[config.mk]
export PLATFORM = sky130hd
export DESIGN_NAME = stage_sequencer
export DESIGN_NICKNAME = d
export VERILOG_FILES = /design/src/rtl/stage_sequencer.sv
export SDC_FILE = /design/constraint.sdc
export NUM_CORES = 1
export LEC_CHECK = 0
export ABC_AREA = 1
export ABC_CLOCK_PERIOD_IN_PS = 1670
export BUFFER_PORTS_ARGS = -buffer_cell sky130_fd_sc_hd__buf_2
export CORE_ASPECT_RATIO = 0.8
export CORE_UTILIZATION = 35
export DETAILED_ROUTE_END_ITERATION = 16
export PLACE_DENSITY = 0.49
export SLEW_MARGIN = 20
export SYNTH_ARGS = -nofsm -noshare
export SYNTH_HDL_FRONTEND = slang
export SYNTH_SLANG_ARGS = --single-unit
[constraint.sdc]
create_clock -name clk -period 1.67 [get_ports clk]
set_clock_uncertainty 0.1 [all_clocks]
set_input_delay 0.167 -clock clk [delete_from_list [all_inputs] [get_ports clk]]
set_output_delay 0.167 -clock clk [all_outputs]
set_load 0.02 [all_outputs]
[src/rtl/stage_sequencer.sv]
// -----------------------------------------------------------------------------
// stage_sequencer
//
// Purpose:
//   Orders N_STAGES processing sub-blocks with a start/done handshake. On an
//   accepted `start` it pulses start_out for the first stage and waits for that
//   stage's done_in bit. Each completion then launches the next stage. The last
//   completion pulses `done`. A per-stage watchdog pulses `error` and records
//   the stalled stage in err_stage. `abort` cancels a run silently.
//
// Parameters:
//   N_STAGES  number of sequenced stages (2..16)
//   IDX_W     width of the stage index (2**IDX_W >= N_STAGES)
//   TO_W      width of the watchdog counter
//   TIMEOUT   maximum wait cycles per stage; 0 disables the watchdog
//
// Ports:
//   clk        rising-edge clock
//   rst        asynchronous active-high reset
//   start      request a run; only looked at while idle
//   abort      cancel the running sequence
//   done_in    per-stage completion; only the awaited stage's bit matters
//   skip_mask  (STAGE_SKIP_EN only) stages to bypass, latched when start is accepted
//   start_out  one-cycle start pulse per stage, at most one bit high
//   busy       high while a stage is being awaited
//   stage_idx  index of the awaited stage, 0 when idle
//   done       one-cycle pulse when every (unskipped) stage has completed
//   error      one-cycle pulse when the awaited stage timed out
//   err_stage  stage that last timed out, held until the next error or reset
//
// Configuration macro:
//   STAGE_SKIP_EN  adds the skip_mask input and stage bypassing
// -----------------------------------------------------------------------------
module stage_sequencer #(
  parameter int N_STAGES = 3,
  parameter int IDX_W    = 2,
  parameter int TO_W     = 16,
  parameter int TIMEOUT  = 1000
) (
  input  logic                clk,
  input  logic                rst,
  input  logic                start,
  input  logic                abort,
  input  logic [N_STAGES-1:0] done_in,
`ifdef STAGE_SKIP_EN
  input  logic [N_STAGES-1:0] skip_mask,
`endif
  output logic [N_STAGES-1:0] start_out,
  output logic                busy,
  output logic [IDX_W-1:0]    stage_idx,
  output logic                done,
  output logic                error,
  output logic [IDX_W-1:0]    err_stage
);

  typedef enum logic {IDLE, WAIT} state_t;

  localparam logic [TO_W-1:0] TO_VAL  = TO_W'(TIMEOUT);
  localparam logic [TO_W-1:0] CNT_MAX = '1;

  state_t                state_q, state_d;
  logic [TO_W-1:0]       cnt_q, cnt_d;
  logic [N_STAGES-1:0]   start_out_d;
  logic                  busy_d, done_d, error_d;
  logic [IDX_W-1:0]      stage_idx_d, err_stage_d;
  logic [IDX_W:0]        nxt;
  logic [N_STAGES-1:0]   start_mask;
  logic [N_STAGES-1:0]   run_mask;

  // Finds the lowest stage at or above `lo` that is not masked out. The top
  // bit of the result says whether such a stage exists at all; when it does
  // not, the sequence is complete.
  function automatic logic [IDX_W:0] next_stage(input logic [N_STAGES-1:0] mask,
                                                input int lo);
    logic [IDX_W:0] res;
    res = '0;
    for (int i = N_STAGES - 1; i >= 0; i--) begin
      if (i >= lo && !mask[i]) res = {1'b1, IDX_W'(i)};
    end
    return res;
  endfunction

`ifdef STAGE_SKIP_EN
  logic [N_STAGES-1:0] skip_q, skip_d;

  // The mask is frozen for the whole run so a sub-block toggling skip_mask
  // mid-sequence cannot change which stages are launched.
  always_ff @(posedge clk or posedge rst) begin
    if (rst) skip_q <= '0;
    else     skip_q <= skip_d;
  end

  assign start_mask = skip_mask;
  assign run_mask   = skip_q;
`else
  assign start_mask = '0;
  assign run_mask   = '0;
`endif

  // State and every output live in registers so downstream blocks never see
  // combinational glitches from done_in. Reset drops everything, including the
  // held err_stage, without producing any pulse.
  always_ff @(posedge clk or posedge rst) begin
    if (rst) begin
      state_q   <= IDLE;
      cnt_q     <= '0;
      start_out <= '0;
      busy      <= 1'b0;
      stage_idx <= '0;
      done      <= 1'b0;
      error     <= 1'b0;
      err_stage <= '0;
    end else begin
      state_q   <= state_d;
      cnt_q     <= cnt_d;
      start_out <= start_out_d;
      busy      <= busy_d;
      stage_idx <= stage_idx_d;
      done      <= done_d;
      error     <= error_d;
      err_stage <= err_stage_d;
    end
  end

  // Next-state and next-output logic. In WAIT the events are checked in a
  // fixed priority: abort, then the awaited stage's done, then the watchdog.
  // That ordering lets a stage finishing on its very last allowed cycle still
  // count as a success. The counter reads 1 in the cycle start_out is high and
  // saturates instead of wrapping, so it stays well behaved even when the
  // watchdog is disabled and a stage waits forever.
  always_comb begin
    state_d     = state_q;
    cnt_d       = cnt_q;
    start_out_d = '0;
    busy_d      = busy;
    stage_idx_d = stage_idx;
    done_d      = 1'b0;
    error_d     = 1'b0;
    err_stage_d = err_stage;
    nxt         = '0;
`ifdef STAGE_SKIP_EN
    skip_d      = skip_q;
`endif
    case (state_q)
      IDLE: begin
        busy_d      = 1'b0;
        stage_idx_d = '0;
        cnt_d       = '0;
        if (start && !abort) begin
`ifdef STAGE_SKIP_EN
          skip_d = skip_mask;
`endif
          nxt = next_stage(start_mask, 0);
          if (nxt[IDX_W]) begin
            state_d                    = WAIT;
            start_out_d[nxt[IDX_W-1:0]] = 1'b1;
            busy_d                     = 1'b1;
            stage_idx_d                = nxt[IDX_W-1:0];
            cnt_d                      = TO_W'(1);
          end else begin
            done_d = 1'b1;
          end
        end
      end
      WAIT: begin
        if (abort) begin
          state_d     = IDLE;
          busy_d      = 1'b0;
          stage_idx_d = '0;
          cnt_d       = '0;
        end else if (done_in[stage_idx]) begin
          nxt = next_stage(run_mask, int'(stage_idx) + 1);
          if (nxt[IDX_W]) begin
            start_out_d[nxt[IDX_W-1:0]] = 1'b1;
            stage_idx_d                = nxt[IDX_W-1:0];
            cnt_d                      = TO_W'(1);
          end else begin
            state_d     = IDLE;
            done_d      = 1'b1;
            busy_d      = 1'b0;
            stage_idx_d = '0;
            cnt_d       = '0;
          end
        end else if (TIMEOUT != 0 && cnt_q == TO_VAL) begin
          state_d     = IDLE;
          error_d     = 1'b1;
          err_stage_d = stage_idx;
          busy_d      = 1'b0;
          stage_idx_d = '0;
          cnt_d       = '0;
        end else begin
          cnt_d = (cnt_q == CNT_MAX) ? cnt_q : cnt_q + TO_W'(1);
        end
      end
      default: state_d = IDLE;
    endcase
  end

endmodule

* Yosys cells after proc, flatten, opt, wreduce, memory -nomap -nowiden
Index checks and enable logic that the tools add are counted.
Cells by class: add/subtract/negate cells 2, magnitude comparators 8, eq/ne operators 5, mux-type cells 57, bitwise logic cells 3, reductions and logical operators 6
Operators with widths (number):
- $mux W16 | 4
- $mux W3 | 13
- $pmux W16 S2 | 1
- $mux W1 | 25
- $add A16 B1 Y16 const B | 1
- $eq A16 B10 Y1 const B | 1
- $eq A16 B16 Y1 const B | 1
- $mux W2 | 6
- $lt A2 B3 Y1 const B | 3
- $ge A1 B3 Y1 const A | 2
- $pmux W1 S2 | 3
- $pmux W3 S2 | 1
- $ne A5 B5 Y1 const B | 1
- $demux W1 S2 | 2
- $ge A2 B1 Y1 const B | 2
- $ne A4 B2 Y1 const B | 1
- $ne A4 B4 Y1 const B | 1
- $pmux W2 S2 | 1
- $reduce_and A4 Y1 | 1
- $add A2 B1 Y3 const B | 1
- $ge A2 B3 Y1 const A | 1
- $logic_and A1 B1 Y1 | 3
- $not A1 Y1 | 3
- $bmux W1 S2 | 1
- other kinds (2) | 2
Word-level totals: register bits 27, bits of input ports 7, output and inout bits 10, word-level logic and storage cells 89

* Depth between registers and ports, before layout
depth after elaboration 16, depth in mapped cells 10, gate-level depth less buffers 10

* Worst setup path after synthesis
OpenSTA, ideal clock, no wires.
path kind register to register, start register cnt_q[0], end register err_stage[1], setup time 0.119 ns, data arrival time 1.304 ns, data required time 1.451 ns, setup slack 0.147 ns, cell stages (with the launch flop) 9, path buffers 0, period minus slack after synthesis 1.523 ns, cells stage by stage dfrtp_1 inv_1 ha_1 nand3_1 nor2_1 nand2_2 nor2_2 nand3_1 and2_1
Between the ends: longest elaborated chain between the ends 2
RTL lines:
- start: declaration | RTL line 62 | logic [TO_W-1:0] cnt_q, cnt_d;
- start signal: assignment | RTL line 115 | cnt_q <= cnt_d;
- $eq A16 B10 Y1 | RTL line 184 | end else if (TIMEOUT != 0 && cnt_q == TO_VAL) begin
- $reduce_and A4 Y1 (no source line)
- end signal: assignment | RTL line 121 | err_stage <= err_stage_d;
- end: declaration | RTL line 53 | output logic [IDX_W-1:0] err_stage
No other way between the ends. A chain may end at the register's enable or synchronous reset.

* Worst setup path in the final report
start register cnt_q[0], end register cnt_q[6]
Between the ends: longest elaborated chain between the ends 6, elaborated cells between the ends (all ways) 9, classes of those cells add/sub (1); eq/ne (3); mux (5)
RTL lines:
- $add A16 B1 Y16 | RTL line 192 | cnt_d = (cnt_q == CNT_MAX) ? cnt_q : cnt_q + TO_W'(1);
- $mux W16 | RTL line 192
- $mux W16 | RTL line 184
- $mux W16 | RTL line 171 | end else if (done_in[stage_idx]) begin
- $mux W16 | RTL line 166 | if (abort) begin
- $pmux W16 S2 | RTL line 144 | case (state_q)
Parallel ways exist; a longest one is shown, timed or not. The select of a mux whose other input is x is not followed.

==> results.yml <==
outcome:
  outcome: "complete, no violations"
routing:
  viasPerCell: 4.66
  drt-pass1-iter-count: 4
  routedWlPerCell_um: 12.2
  drt_iter0_drc: 66
  ant_nets: 0
  wirelength_mm: 3.71
  dr_total_vias: 1413
  drc: 0
critical_path:
  crit_chain: "inv_1 -> ha_1 -> nand3_1 -> nor2_2 -> nand2_4 -> nand2_8 -> buf_4 -> nor3_1"
  required_ps: 1760
  start_kind: "flop"
  slowest_stage: "dfrtp_1"
  reg2reg_to: "cnt_q[6]"
  end_kind: "flop"
  crit_path_max_fanout: 5
  ff2ff_path_depth: 8
  regToRegStartpoint: "cnt_q[0]"
  cpPeakStageDelay_ps: 390
  path_class: "reg2reg"
  r2r_slack_ps: 70
  cp.arrival_ps: 1690
timing:
  rsz0062_at_grt: "true"
  finalWorstSetupSlack_ps: 73.5
  timing.final.crit_share_pct: 95.6
  slew_violations: 0
  finalHoldViolations: 0
  setup_viol: 0
  worstMarginPinSlew_ps: 359
  fin_crit_ps: 1600
  fmaxAchievable_mhz: 626
  relSlewSlack_pct: 76.1
  finalSetupTns_ps: 0
place:
  io_buffers: 16
  post-place-ws_ps: 6.22
  dp_hpwl_mm: 2.83
  place.gp.congestion: 0.876
  dpl_cell_area_um2: 1810
  dp.cells: 293
power_and_ir_drop:
  leakagePower_nw: 0.925
  ir_drop_uv: 288
  power_density_nw_per_um2: 638
cts:
  htree_levels: 1
  clk_latency_ps: 280
  cts_root_buf: "clkbuf_8"
  numCtsBuffers: 3
  clkTransAtPathRegs_ps: 90
  clockBufferDepth: 2
  clock_sinks: 27
  tritoncts: "built"
floorplanning:
  die_w_um: 77.5
  io_pins: 17
  dieHeight_um: 62.4
  die_area_um2: 4830
  start_util_pct: 37.2
  core_area_um2: 4280
  num_rows: 21
worst_hold_path:
  min-delay-start: "done_in[2]"
  holdCritPathClass: "in2reg"
  whs_endpoint: "done"
  worstHoldPathCells: 3
global_routing:
  grt-ovfl-total: 0
  grt.total_usage_pct: 17.0
  grt_max_degree: 28
  grt_pass1_vias: 1299
  grt_pass1_wl_mm: 6.35
  antenna_found_initial: 0
synthesis:
  syn_nets: 222
  syn_area_per_cell_um2: 7.52
  yosysWarnings: 0
  syn_area_um2: 1590
  yosysSeqAreaShare_pct: 42.4
  synthCells: 212
  ys_types: 25
  synth_seq_cells: 27
flow_run:
  drv_cap: 0
final_layout:
  layout.nets: 257
  syn_to_final_growth_pct: 20.8
  n_antenna_cell: 0
  fin_cells: 303
  layout.cell_area.non_filler_um2: 1930
  drive_above_1_share_pct: 24.8
## critical path: cells and delay by family (launching register included)
family	cells	cell delay, ps
DFF	1	390
buffers and inverters	2	220
adders and majority gates	1	190
and+or+nand+nor	5	600
## per-stage QoR
step	power [W]	hold WS [ps]	utilization, %
4_1_cts	0.00124	44.9	43.6
6_report	0.00123	51.7	45.0
3_3_place_gp	0.000844	156	42.2
3_5_place_dp	0.000841	154	42.2
2_1_floorplan	0.000790	120	-
5_1_grt	0.00130	52.5	45.0
## logic make-up (layout without fill, tap and decap cells)
group | count (synthesis) | count (layout) | synth area share, %
compound gates | 16 | 16 | 6.59
fa+ha+maj | 3 | 3 | 2.36
buf+inv | 35 | 68 | 8.40
simple gates | 131 | 132 | 40.3
flops | 27 | 27 | 42.4
## synthesized netlist by cell type
| cell type | n | area, um2 |
|---|---|---|
| nand2_1 | 41 | 154 |
| nor2_1 | 34 | 128 |
| inv_1 | 33 | 124 |
| dfrtp_1 | 27 | 676 |
| nand3_1 | 20 | 100 |
| nand2_2 | 7 | 43.8 |
| nand4_1 | 7 | 43.8 |
| nor2_2 | 6 | 37.5 |
| a21oi_1 | 5 | 25.0 |
| nor3_1 | 5 | 25.0 |
| nand3_2 | 4 | 40.0 |
| nor2_4 | 4 | 45.0 |
| ha_1 | 3 | 37.5 |
| o21ai_1 | 3 | 15.0 |
| o21bai_1 | 2 | 15.0 |
| o22ai_1 | 2 | 12.5 |
| a21oi_4 | 1 | 16.3 |
| a31o_2 | 1 | 8.76 |
| and2_1 | 1 | 6.26 |
| and3_2 | 1 | 7.51 |
| inv_2 | 1 | 3.75 |
| inv_4 | 1 | 6.26 |
| nand2_4 | 1 | 11.3 |
| o21a_1 | 1 | 7.51 |
| o21ai_0 | 1 | 5.00 |
## layout by cell type, fill, tap and decap left out, types with 2 or more instances in the layout
master    instances
nand2_1          41
nand2_4           2
o21ai_1           3
o22ai_1           2
buf_2            16
clkbuf_8          3
nor3_1            5
nor2_2            6
ha_1              3
nand3_2           4
nand4_1           7
buf_4            12
o21bai_1          2
nand3_1          20
inv_1            32
a21oi_1           5
inv_2             2
nand2_2           6
nor2_1           33
dfrtp_1          27
nor2_4            5
## worst max path at each step
stage	startpoint	endpoint	slack, ps	cells past startpoint
finish	cnt_q[0]	cnt_q[6]	70	8
global route	cnt_q[0]	cnt_q[2]	-10	9
CTS	cnt_q[1]	cnt_q[1]	10	9
detailed placement	cnt_q[0]	cnt_q[0]	6	10
global placement	cnt_q[1]	cnt_q[1]	-90	9
floorplan	cnt_q[0]	err_stage[1]	150	8
## cell type report
type | count | area, um2
Sequential cell | 27 | 676
Fill cell | 430 | 2360
Multi-Input combinational cell | 151 | 817
Clock buffer | 4 | 45.0
Tap cell | 57 | 71.3
Timing Repair Buffer | 29 | 180
Inverter | 35 | 136
## layer usage
layer / vias up / wire length [um] / track usage (%)
met2: 27 / 1460 / 23.9
met5: - / 0 / 0
met4: 0 / 40 / 3.77
met1: 632 / 2070 / 26.2
met3: 5 / 134 / 3.82
li1: 749 / - / -
## repair_timing
item,in CTS,in global routing
resized for setup,0,6
endpoints found under the setup margin,2,12
gates cloned,0,1
hold endpoints to repair,27,0
hold buffers,1,0
pin swaps,0,3
setup buffers,1,3
## sequential cells by signal, indices dropped and copies added, names as in the netlist
name,cells
busy,1
cnt_q,16
done,1
err_stage,2
error,1
stage_idx,2
start_out,3
state_q,1
## power breakdown
group / switching [W] / total [W] / internal (W)
combinational: 0.000104 / 0.000163 / 0.0000593
sequential: 0.0000112 / 0.000681 / 0.000670
clock: 0.000212 / 0.000384 / 0.000172
total: 0.000328 / 0.00123 / 0.000901
No activity file was read; power rests on OpenSTA's default activity.
